[config.mk]
export PLATFORM = sky130hd
export DESIGN_NAME = param_serializer
export DESIGN_NICKNAME = d
export VERILOG_FILES = /design/src/rtl/param_serializer.sv
export SDC_FILE = /design/constraint.sdc
export NUM_CORES = 1
export LEC_CHECK = 0
export CAP_MARGIN = 30
export CORE_MARGIN = 4
export CORE_UTILIZATION = 30
export DETAILED_ROUTE_END_ITERATION = 7
export SLEW_MARGIN = 20
export SYNTH_ARGS = -nofsm -noshare
export SYNTH_HDL_FRONTEND = slang
export SYNTH_SLANG_ARGS = --single-unit
[constraint.sdc]
create_clock -name CLK -period 1.6 [get_ports CLK]
set_input_delay 0.24 -clock CLK [delete_from_list [all_inputs] [get_ports CLK]]
set_output_delay 0.24 -clock CLK [all_outputs]
set_load 0.03 [all_outputs]
[src/rtl/param_serializer.sv]
// Parallel-to-serial shifter with parity, tick-paced bit advance
// and a one-cycle done pulse that allows back-to-back loads.
module param_serializer #(
    parameter int DATA_WIDTH = 8,
    parameter bit LSB_FIRST  = 1'b0,
    parameter bit IDLE_LEVEL = 1'b1,
    parameter bit PAR_ODD    = 1'b0
) (
    input  logic                  CLK,
    input  logic                  RST,
    input  logic [DATA_WIDTH-1:0] P_DATA,
    input  logic                  data_valid,
    output logic                  ready,
    input  logic                  tick,
    output logic                  ser_data,
    output logic                  ser_busy,
    output logic                  ser_done,
    output logic                  par_bit
);

    localparam int CW = (DATA_WIDTH > 1) ? $clog2(DATA_WIDTH) : 1;
    localparam logic [CW-1:0] LAST = CW'(DATA_WIDTH - 1);

    localparam logic [0:0] IDLE  = 1'b0;
    localparam logic [0:0] SHIFT = 1'b1;

    logic [0:0]            state_q, state_d;
    logic [CW-1:0]         cnt_q, cnt_d;
    logic [DATA_WIDTH-1:0] shreg_q, shreg_d;
    logic [DATA_WIDTH-1:0] shifted;
    logic                  ser_q, ser_d;
    logic                  done_q, done_d;
    logic                  par_q, par_d;

    // The outgoing bit always sits at the exit end of the shift register.
    assign shifted = LSB_FIRST ? (shreg_q >> 1) : (shreg_q << 1);

    always_comb begin
        state_d = state_q;
        cnt_d   = cnt_q;
        shreg_d = shreg_q;
        ser_d   = ser_q;
        done_d  = 1'b0;
        par_d   = par_q;
        unique case (state_q)
            IDLE: begin
                if (data_valid) begin
                    shreg_d = P_DATA;
                    cnt_d   = '0;
                    ser_d   = LSB_FIRST ? P_DATA[0]
                                        : P_DATA[DATA_WIDTH-1];
                    par_d   = (^P_DATA) ^ PAR_ODD;
                    state_d = SHIFT;
                end
            end
            SHIFT: begin
                if (tick) begin
                    if (cnt_q == LAST) begin
                        ser_d   = IDLE_LEVEL;
                        done_d  = 1'b1;
                        state_d = IDLE;
                    end else begin
                        cnt_d   = cnt_q + 1'b1;
                        shreg_d = shifted;
                        ser_d   = LSB_FIRST ? shifted[0]
                                            : shifted[DATA_WIDTH-1];
                    end
                end
            end
            default: state_d = IDLE;
        endcase
    end

    always_ff @(posedge CLK or negedge RST) begin
        if (!RST) begin
            state_q <= IDLE;
            cnt_q   <= '0;
            shreg_q <= '0;
            ser_q   <= IDLE_LEVEL;
            done_q  <= 1'b0;
            par_q   <= 1'b0;
        end else begin
            state_q <= state_d;
            cnt_q   <= cnt_d;
            shreg_q <= shreg_d;
            ser_q   <= ser_d;
            done_q  <= done_d;
            par_q   <= par_d;
        end
    end

    assign ready    = (state_q == IDLE);
    assign ser_busy = (state_q == SHIFT);
    assign ser_data = ser_q;
    assign ser_done = done_q;
    assign par_bit  = par_q;

endmodule

==> results.cfg <==
[routing]
viasPerCell = 4.56
drc_errors = 0
detail_route.wl_per_cell_um = 12.4
routed_wirelength_mm = 1.45
drt_iter0_drc = 1
firstDrtPassIters = 2
vias = 533
detail-route-antenna-nets = 0

[floorplanning]
pin_count = 17
die_h_um = 56.8
rows = 17
core_area_sq_mm = 0.00223
die_x_um = 56.8
dieArea_sq_mm = 0.00323
start_util_pct = 32.0

[grt]
grt_pass1_vias = 555
grt_use_total_pct = 9.88
grt.overflow.total = 0
grt_pass1_wl_mm = 2.42
grt_max_degree = 15
antenna_found_initial = 0

[final_layout]
drive_above_1_share_pct = 13.5
nNetsFinal = 104
syn_to_final_growth_pct = 34.1
n_antenna_cell = 0
final_cells = 117

[sta]
relSlewSlack_pct = 78.8
finalCriticalPeriod_ns = 1.51
rsz0062_at_grt = false
setup_violations = 0
slew_violations = 0
clock-skew-final_ns = 0.00316
finalHoldViolations = 0
fmax_ghz = 0.663
tightest_slew_ns = 0.318
min_period_over_period_pct = 94.3

[clock_tree]
postCtsSetupBuffers = 0
path_clk_slew_ns = 0.09
cts_buffers = 3
holdBufCountCts = 0
clk_latency_ns = 0.28
numClockSinks = 14
cts-root-buf = clkbuf_4
cts_repair_resize_count = 1
htree_levels = 1
ctsLongestPathBuffers = 2
cts_tree = built

[setup_path]
required_ns = 1.36
crit_type = flip-flop to output pin
crit_arrival_ns = 1.27
end_kind = output pin
crit_chain = clkdlybuf4s50_1
cpMaxStageDelayCell = clkdlybuf4s50_1
worst-path-max-fanout = 1
crit_path_start_kind = flip-flop
critPathTopFamily = buffers and inverters
crit_buf_inv = 1
cp_slowest_stage_delay_ns = 0.66

[synth]
syn_area_sq_um = 716
syn_inst = 68
seq_area_frac_synth_pct = 49.1
ys_types = 18
synth.avg_cell_area_sq_um = 10.5
synth_nets = 82
ys_ff_latch = 14
yosysWarnings = 0

[status]
outcome = completed

[placement]
dp_hpwl_mm = 1.16
portBuffers = 16
place.gp.congestion = 0.693
place_inst = 113

[pwr]
p_total_mw = 1.46
p_leak_nw = 0.471
vdd_ir_drop_max_uv = 567
p_per_area_mw_per_mm2 = 1520

[hold_path]
min_path_type = primary input to async pin

[flow_run]
maxCapViolCount = 0
## cell usage after synthesis (all sizes together)
master	n	share of area, %
and3	1	0.87
nand2b	2	1.7
dfrtp	13	45
xnor2	8	9.8
mux2i	9	13
o21ai	10	7.0
inv	1	0.52
nor2b	1	0.87
nand2	12	6.3
a21boi	1	1.6
dfstp	1	3.7
buf	2	2.3
o22ai	1	0.87
o221ai	1	1.2
nor2	2	1.0
nand3	1	0.70
ha	2	3.5
## registers in the layout (all words and copies together) (netlist names)
signal and cells:
ser_done 1, ser_busy 1, shreg_q 7, cnt_q 3, ser_data 1, par_bit 1
## kinds of logic after synthesis
logic type               share of synthesized area [%]
multiplexers                                      12.6
adder cells (fa/ha/maj)                           3.50
buffers and inverters                             2.80
XOR/XNOR                                          9.79
flip-flops                                        49.1
AND/OR/NAND/NOR                                   11.5
AO/OA/AOI/OAI                                     10.7
## metal layers
metal	GRT usage, %	vias up	part of all wire (%)
met2	16.5	13	49
met3	3.45	0	7.3
met4	4.97	0	0
met1	11.0	246	44
li1	-	274	-
met5	0	-	0
## worst reg2reg max path, delay by kind of cell, from the launching register on
kind | cells | cell delay, ns
AND/OR/NAND/NOR | 2 | 0.29
AO/OA/AOI/OAI | 2 | 0.20
adder cells (fa/ha/maj) | 2 | 0.43
flip-flops | 1 | 0.42
## layout make-up
cell class                      instances  area (sq um)
Clock buffer                            4          36.3
Timing Repair Buffer                   19           179
Sequential cell                        14           352
Inverter                                1          3.75
Multi-Input combinational cell         51           354
Tap cell                               28          35.0
Fill cell                             231          1270
## cell usage in the layout, fill, tap and decap left out
| cell type | netlist | routed |
|---|---|---|
| ha_1 | 2 | 2 |
| o221ai_1 | 1 | 1 |
| nor2b_2 | 0 | 1 |
| mux2i_1 | 9 | 9 |
| buf_4 | 0 | 5 |
| xnor2_1 | 8 | 8 |
| nand2b_1 | 2 | 2 |
| inv_1 | 1 | 1 |
| nand3_1 | 1 | 1 |
| a21boi_4 | 0 | 1 |
| dlymetal6s2s_1 | 0 | 1 |
| nor2_1 | 2 | 2 |
| dlygate4sd2_1 | 0 | 1 |
| o22ai_1 | 1 | 1 |
| and3_1 | 1 | 1 |
| clkbuf_8 | 0 | 1 |
| clkdlybuf4s50_1 | 0 | 12 |
| dfrtp_1 | 13 | 13 |
| clkbuf_4 | 0 | 3 |
| dfstp_2 | 1 | 1 |
| nand2_1 | 12 | 12 |
| o21ai_0 | 10 | 10 |
## metrics by stage
stage / cell area, sq um / setup TNS, ns / utilization [%] / hold WS [ns] / setup WS, ns
floorplan: 716 / 0 / - / -0.0556 / 0.153
global placement: 912 / 0 / 40.8 / 0.463 / 0.0319
detailed placement: 912 / -0.00334 / 40.8 / 0.469 / -0.00334
CTS: 947 / 0 / 42.4 / 0.256 / 0.0372
global route: 960 / 0 / 43.0 / 0.264 / 0.00947
finish: 960 / 0 / 43.0 / 0.263 / 0.0911
## worst paths after layout
| check | cells after the start | slack, ns | end | start |
|---|---|---|---|---|
| min in group CLK | 2 | 0.48 | shreg_q[0] | shreg_q[0] |
| hold reg to reg | 2 | 0.48 | shreg_q[0] | shreg_q[0] |
| max in group asynchronous | 2 | 1.10 | ser_data | RST |
| setup reg to reg | 6 | 0.13 | shreg_q[4] | cnt_q[0] |
| setup / recovery | 1 | 0.09 | ser_done | ser_done |
| hold / removal | 2 | 0.26 | shreg_q[2] | RST |
## report_power, final
group / internal (mW) / switching [mW]
registers: 0.502 / 0.0839
logic: 0.282 / 0.338
clock network: 0.138 / 0.118
total: 0.923 / 0.540
No activity file was read; power rests on OpenSTA's default activity.
